[src/rtl/phase_decoder.sv]
// phase_decoder: receive-side monitor for the four-wire stepper phase bus.
// Define HALF_STEP_EN to decode the 8-code half-step ring instead of the 4-code full-step ring.
module phase_decoder #(
  parameter int POS_W     = 16,
  parameter int STALL_CYC = 1000
) (
  input  logic             clk,
  input  logic             rst_n,
  input  logic             a1,
  input  logic             a2,
  input  logic             b1,
  input  logic             b2,
  input  logic             clr,
  output logic [POS_W-1:0] pos,
  output logic             dir,
  output logic             step,
  output logic             err,
  output logic             stalled
);

  localparam int CNT_W = $clog2(STALL_CYC + 1);
  localparam logic [CNT_W-1:0] STALL_MAX = CNT_W'(STALL_CYC);
`ifdef HALF_STEP_EN
  localparam int RING = 8;
`else
  localparam int RING = 4;
`endif

  // Handshake: none. The phase bus is level-sampled every clock; step is a
  // single-cycle strobe with pos/dir already valid in the same cycle.

  logic [3:0]       ph_q;
  logic             last_vld;
  logic [2:0]       last_idx;
  logic [CNT_W-1:0] stall_cnt;

  logic             legal;
  logic [2:0]       idx;
  logic [2:0]       fwd_idx;
  logic [2:0]       rev_idx;

  logic             last_vld_n;
  logic [2:0]       last_idx_n;
  logic [POS_W-1:0] pos_n;
  logic             dir_n;
  logic             step_n;
  logic             err_n;
  logic             err_set;
  logic [CNT_W-1:0] stall_cnt_n;
  logic             stalled_n;

  // Map the registered phase code to its position in the ring.
  always_comb begin
    legal = 1'b1;
    idx   = 3'd0;
    case (ph_q)
`ifdef HALF_STEP_EN
      4'b1000: idx = 3'd0;
      4'b1010: idx = 3'd1;
      4'b0010: idx = 3'd2;
      4'b0110: idx = 3'd3;
      4'b0100: idx = 3'd4;
      4'b0101: idx = 3'd5;
      4'b0001: idx = 3'd6;
      4'b1001: idx = 3'd7;
`else
      4'b1000: idx = 3'd0;
      4'b0010: idx = 3'd1;
      4'b0100: idx = 3'd2;
      4'b0001: idx = 3'd3;
`endif
      default: legal = 1'b0;
    endcase
    fwd_idx = (last_idx == 3'(RING - 1)) ? 3'd0 : last_idx + 3'd1;
    rev_idx = (last_idx == 3'd0) ? 3'(RING - 1) : last_idx - 3'd1;
  end

  always_comb begin
    last_vld_n = last_vld;
    last_idx_n = last_idx;
    pos_n      = pos;
    dir_n      = dir;
    step_n     = 1'b0;
    err_set    = 1'b0;
    if (ph_q == 4'b0000) begin
      err_set = 1'b0;
    end else if (!legal) begin
      err_set = 1'b1;
    end else if (!last_vld) begin
      last_vld_n = 1'b1;
      last_idx_n = idx;
    end else if (idx == last_idx) begin
      err_set = 1'b0;
    end else if (idx == fwd_idx) begin
      pos_n      = pos + POS_W'(1);
      dir_n      = 1'b1;
      step_n     = 1'b1;
      last_idx_n = idx;
    end else if (idx == rev_idx) begin
      pos_n      = pos - POS_W'(1);
      dir_n      = 1'b0;
      step_n     = 1'b1;
      last_idx_n = idx;
    end else begin
      // Jump across the ring: flag it and resynchronise on the new code.
      err_set    = 1'b1;
      last_idx_n = idx;
    end

    if (step_n)
      stall_cnt_n = '0;
    else if (stall_cnt == STALL_MAX)
      stall_cnt_n = stall_cnt;
    else
      stall_cnt_n = stall_cnt + CNT_W'(1);

    // Clear wins over position and error, but step/dir/last still follow the bus.
    if (clr) begin
      pos_n       = '0;
      stall_cnt_n = '0;
    end
    err_n     = !clr && (err || err_set);
    stalled_n = (stall_cnt_n == STALL_MAX);
  end

  always_ff @(posedge clk or negedge rst_n) begin
    if (!rst_n) begin
      ph_q      <= 4'b0000;
      last_vld  <= 1'b0;
      last_idx  <= 3'd0;
      pos       <= '0;
      dir       <= 1'b0;
      step      <= 1'b0;
      err       <= 1'b0;
      stall_cnt <= '0;
      stalled   <= 1'b0;
    end else begin
      ph_q      <= {a1, a2, b1, b2};
      last_vld  <= last_vld_n;
      last_idx  <= last_idx_n;
      pos       <= pos_n;
      dir       <= dir_n;
      step      <= step_n;
      err       <= err_n;
      stall_cnt <= stall_cnt_n;
      stalled   <= stalled_n;
    end
  end

endmodule
[config.mk]
export PLATFORM = sky130hd
export DESIGN_NAME = phase_decoder
export DESIGN_NICKNAME = d
export VERILOG_FILES = /design/src/rtl/phase_decoder.sv
export SDC_FILE = /design/constraint.sdc
export NUM_CORES = 1
export LEC_CHECK = 0
export ABC_CLOCK_PERIOD_IN_PS = 4300
export BUFFER_PORTS_ARGS = -buffer_cell sky130_fd_sc_hd__buf_2
export CORE_AREA = 5 5 73 75
export CTS_CLUSTER_DIAMETER = 60
export DETAILED_ROUTE_END_ITERATION = 16
export DIE_AREA = 0 0 78 80
export PLACE_DENSITY = 0.77
export SETUP_SLACK_MARGIN = 0.02
export SLEW_MARGIN = 5
export SYNTH_ARGS = -nofsm -noshare
export SYNTH_HDL_FRONTEND = slang
export SYNTH_SLANG_ARGS = --single-unit
export TNS_END_PERCENT = 5
[constraint.sdc]
create_clock -name clk -period 4.3 [get_ports clk]
set_input_delay 0.215 -clock clk [delete_from_list [all_inputs] [get_ports clk]]
set_output_delay 0.215 -clock clk [all_outputs]
set_load 0.1 [all_outputs]
=== Word level (Yosys, flattened, before mapping) ===
Cells that the tools add are included.

* Bits in registers: 38
* Input port bits: 7
* Output and inout port bits: 20
* Logic and storage cells: 73

* Add/sub/neg operators: 5
* Eq/ne operators: 13
* Multiplexer cells: 30
* Bitwise operators: 2
* Reduce and logical (&&, ||, !) cells: 14

{| class="wikitable"
|+ Operators by type and width
! cell !! count
|-
| 2-to-1 mux 16 bit || 7
|-
| 2-to-1 mux 10 bit || 3
|-
| == test 10 bit (second input constant) || 2
|-
| adder 16 x 1 -> 16 bit (second input constant) || 1
|-
| subtractor 16 x 1 -> 16 bit (second input constant) || 1
|-
| 2-to-1 mux 1 bit || 15
|-
| 2-to-1 mux 3 bit || 4
|-
| adder 10 x 1 -> 10 bit (second input constant) || 1
|-
| AND reduction 5 bit || 2
|-
| == test 3 bit || 3
|-
| != test 2 bit (second input constant) || 3
|-
| case mux 2 bit (3 select lines) || 1
|-
| nonzero test 2 bit || 3
|-
| == test 4 x 1 -> 1 bit (second input constant) || 1
|-
| == test 4 x 2 -> 1 bit (second input constant) || 1
|-
| == test 4 x 3 -> 1 bit (second input constant) || 1
|-
| == test 4 bit (second input constant) || 1
|-
| logical NOT 4 bit || 1
|-
| OR reduction 4 bit || 1
|-
| adder 3 x 1 -> 3 bit (second input constant) || 1
|-
| == test 3 x 2 -> 1 bit (second input constant) || 1
|-
| logical NOT 3 bit || 1
|-
| AND reduction 3 bit || 1
|-
| nonzero test 3 bit || 1
|-
| other kinds (6) || 7
|}

=== Longest topological paths before layout ===
* Depth in word-level cells: 12
* Depth in mapped cells: 14

=== Worst setup path after synthesis ===
No wires, ideal clock.

* Kind: reg-to-reg
* Start: reg ph_q[0]
* End: reg pos[15]
* Setup time: 0.078 ns
* Arrival: 3.374 ns
* Data required time: 4.222 ns
* Path slack: 0.848 ns
* Stages on the path, launching flop included: 14
* Clock period less this slack: 3.452 ns
* Cells stage by stage: dfrtp_1 -> buf_4 -> xnor2_1 -> or3_1 -> xor2_1 -> nand2b_1 -> ha_1 -> a21o_1 -> a31o_2 -> o21ai_0 -> nand3_1 -> and3_1 -> or4_1 -> a21oi_1

* Cells in the longest elaborated chain, start to end: 9
* Elaborated cells between the ends (all ways): 22
* Classes of those cells: 9 x eq/ne; 8 x mux; 5 x reduce/logical

{| class="wikitable"
|+ Ends and longest elaborated chain
! what !! line !! source
|-
| start, declared || 32 || <nowiki>logic [3:0] ph_q;</nowiki>
|-
| start signal, assigned || 138 || <nowiki>ph_q <= {a1, a2, b1, b2};</nowiki>
|-
| == test 4 x 1 -> 1 bit, or another cell as far along || 56 || <nowiki>case (ph_q)</nowiki>
|-
| case mux 2 bit (3 select lines) || 56 ||
|-
| == test 3 bit || 94 || <nowiki>end else if (idx == fwd_idx) begin</nowiki>
|-
| 2-to-1 mux 16 bit || 94 ||
|-
| 2-to-1 mux 16 bit || 92 || <nowiki>end else if (idx == last_idx) begin</nowiki>
|-
| 2-to-1 mux 16 bit || 89 || <nowiki>end else if (!last_vld) begin</nowiki>
|-
| 2-to-1 mux 16 bit || 87 || <nowiki>end else if (!legal) begin</nowiki>
|-
| 2-to-1 mux 16 bit || 85 || <nowiki>if (ph_q == 4'b0000) begin</nowiki>
|-
| 2-to-1 mux 16 bit || 118 || <nowiki>if (clr) begin</nowiki>
|-
| end signal, assigned || 141 || <nowiki>pos <= pos_n;</nowiki>
|-
| end, declared || 14 || <nowiki>output logic [POS_W-1:0] pos,</nowiki>
|}

Several ways; a longest one is shown, not always the timed one. The select of a mux whose other input is x is not followed.
A chain may end at the register's enable or synchronous reset.

=== Final worst setup path ===
* Start: reg ph_q[0]
* End: reg pos[12]

The elaborated chain is that of the path after synthesis.

==> out/metrics.cfg <==
[run_status]
outcome = finished clean

[timing]
relSlewSlack_pct = 45.7
finalSetupViolations = 0
tightest_slew_ps = 814
final_max_slew_viol_count = 0
hold_viol_final = 0
fin_crit_sh_pct = 86.1
fmax_ghz = 0.270
fin_skew_ps = 6.25
tns_ps = 0
timing.final.ws_setup_ps = 598
rsz0062_at_grt = false
post-route-min-period_ps = 3700

[grt]
antenna_found_initial = 0
grt_pass1_wl_mm = 8.78
grt_overflow_total = 0
track_usage_pct = 17.1
grt_pass1_vias = 2021
grt_max_degree = 38

[place]
dp_hpwl_mm = 3.64
dpl-instance-area_mm2 = 0.00274
port_buffers = 26
place_congestion = 0.845
dp_worst_setup_slack_ps = 645

[layout]
area_growth_pct = 10.1
antennaDiodeCount = 0
drive_gt1_share_pct = 14.2
nFillCells = 387
utilization_pct = 62.0
fin_area_mm2 = 0.00285
layout.nets = 343

[cts]
cts_hold_buf = 0
clkSinkCount = 37
root_buffer = clkbuf_8
numCtsBuffers = 5
htreeDepth = 2
cts_setup_buffers = 0
cts_tree = yes
path_clk_slew_ps = 80
worstSkewPairLatency_ps = 280
ctsResizeCount = 0
cts_buffer_depth = 2

[setup_path]
critical_path_peak_fanout = 10
cp-end-kind = flip-flop
cp_data_arrival_time_ps = 3900
critPathLaunchType = flip-flop
r2r_end = pos[12]
required_ps = 4490
worstSetupPathType = reg2reg
reg2reg_slack_ps = 600
rr_startpoint = ph_q[0]
r2r_cells = 13

[logic_synthesis]
synth_fp_nets = 317
synth_top_family_by_area = simple AND/OR/NAND/NOR gates
synth_xor_area_share_pct = 8.07
ys_types = 51
syn_area_mm2 = 0.00259
yosys-top-cells-area = dfrtp_1 36%, ha_1 8.7%, nor2_1 6.1%
synthAdderAreaFrac_pct = 9.47
ys.flop_type = dfrtp_1
ys_ff_latch = 37
yosysWarnings = 0
yosys.area.top_type_share_pct = 35.7
synth-async-reset-ratio_pct = 100
synth.area.mux_share_pct = 3.86
yosys.area_share.simple_pct = 22.7
yosysMostFrequentCell = nor2_1
ys_seq_area_share_pct = 35.7
yosys.area.top_type = dfrtp_1
yosys-top-cells-count = 42 x nor2_1, 37 x dfrtp_1, 19 x a21oi_1, 19 x nand2_1, 18 x ha_1
synth-compound-area-share_pct = 16.2
syn_inst = 291
syn_area_per_cell_um2 = 8.90
synth_edf_count = 0

[detailed_routing]
vias_per_cell = 5.67
dr_total_vias = 2108
drc = 0
wirelength_mm = 4.97
drtIter0Drc = 101
wire_per_inst_um = 13.3
antenna_left = 0
firstDrtPassIters = 4

[min_path]
hold_class = in2async

[power_and_ir_drop]
internal_power_mw = 0.868
p_seq_share_pct = 26.5
ir_drop_mv = 0.270
pwr-share-clk_pct = 19.4
finalPower_mw = 1.57
p_comb_share_pct = 54.1
p_leak_nw = 1.42
pwr_density_cell_mw_per_mm2 = 549
p_switching_mw = 0.697
switching_share_pct = 44.5

[run]
maxCapViolCount = 0

[die]
fp.dieH_um = 80
die_area_mm2 = 0.00624
rows = 25
core_mm2 = 0.00460
initial_core_util_pct = 56.3
ios = 27
fp.dieW_um = 78

worst max-delay path by stage:
stage,from,endpoint,slack [ps],cells past startpoint
global route,ph_q[0],pos[12],180,13
CTS,ph_q[0],pos[15],610,12
global placement,ph_q[0],pos[15],740,12
floorplan,ph_q[0],pos[15],850,13
finish,ph_q[0],pos[12],600,13
detailed placement,ph_q[0],pos[15],640,12
sequential cells by signal, indices dropped and copies added (netlist names):
signal,cells
dir,1
err,1
last_idx,2
last_vld,1
ph_q,4
pos,16
stall_cnt,10
stalled,1
step,1
through the flow:
step	hold WS [ps]	cells
5_1_grt	9.57	372
4_1_cts	18.2	372
2_1_floorplan	-80.6	291
6_report	15.2	372
3_5_place_dp	325	364
3_3_place_gp	323	364
cell usage in the layout, fill, tap and decap left out, types with 4 or more instances in the layout:
cell type,synthesis,final
nand3_1,13,13
inv_1,10,10
dfrtp_1,37,37
xor2_1,13,13
nor2_1,42,42
a21o_1,7,7
o21a_1,5,5
o21ai_0,15,15
nor3_1,8,8
nand3b_1,4,4
clkbuf_8,0,5
mux2i_1,10,10
buf_2,1,26
and3_1,6,6
ha_1,18,18
nor2b_1,4,4
xnor2_1,9,9
nand2_1,19,19
a21oi_1,19,19
power by group through the flow:
stage               combinational (mW)  sequential (mW)  clock (mW)
floorplan                        0.573            0.545           0
global placement                 0.825            0.422           0
detailed placement               0.841            0.421           0
CTS                              0.846            0.415       0.316
global route                     0.937            0.421       0.332
finish                           0.847            0.415       0.304
cell type report:
class | instances | area (µm²) | share of cell area (%)
multi-input combinational | 235 | 1560 | 54.7
clock buffer | 5 | 68.8 | 2.41
timing repair buffer | 28 | 145 | 5.09
clock inverter | 3 | 46.3 | 1.62
sequential | 37 | 926 | 32.5
inverter | 10 | 37.5 | 1.32
tap | 54 | 67.6 | 2.37
per-layer routing:
metal	GRT usage, %	part of all wire (%)	vias to the layer above
met5	0	0	-
met1	22.1	49	994
li1	-	-	1079
met3	3.84	3.0	6
met4	5.91	1.4	0
met2	28.3	47	29
cells by family after synthesis:
family / Yosys count
compound gates: 65
xor+xnor: 23
fa+ha+maj: 19
buf+inv: 19
flops: 37
mux: 10
simple gates: 118
worst max-delay path: stages, from the launching register on:
cell	delay, ps
dfrtp_1	500
xnor2_1	170
or3_1	400
xor2_1	190
nand2b_1	280
buf_4	280
ha_1	340
nor2b_1	190
o2111ai_1	130
a21boi_0	410
o21ai_0	160
a21boi_0	250
nor3_1	70
o31ai_1	240
Note: power is estimated with default switching activity, not from simulation.
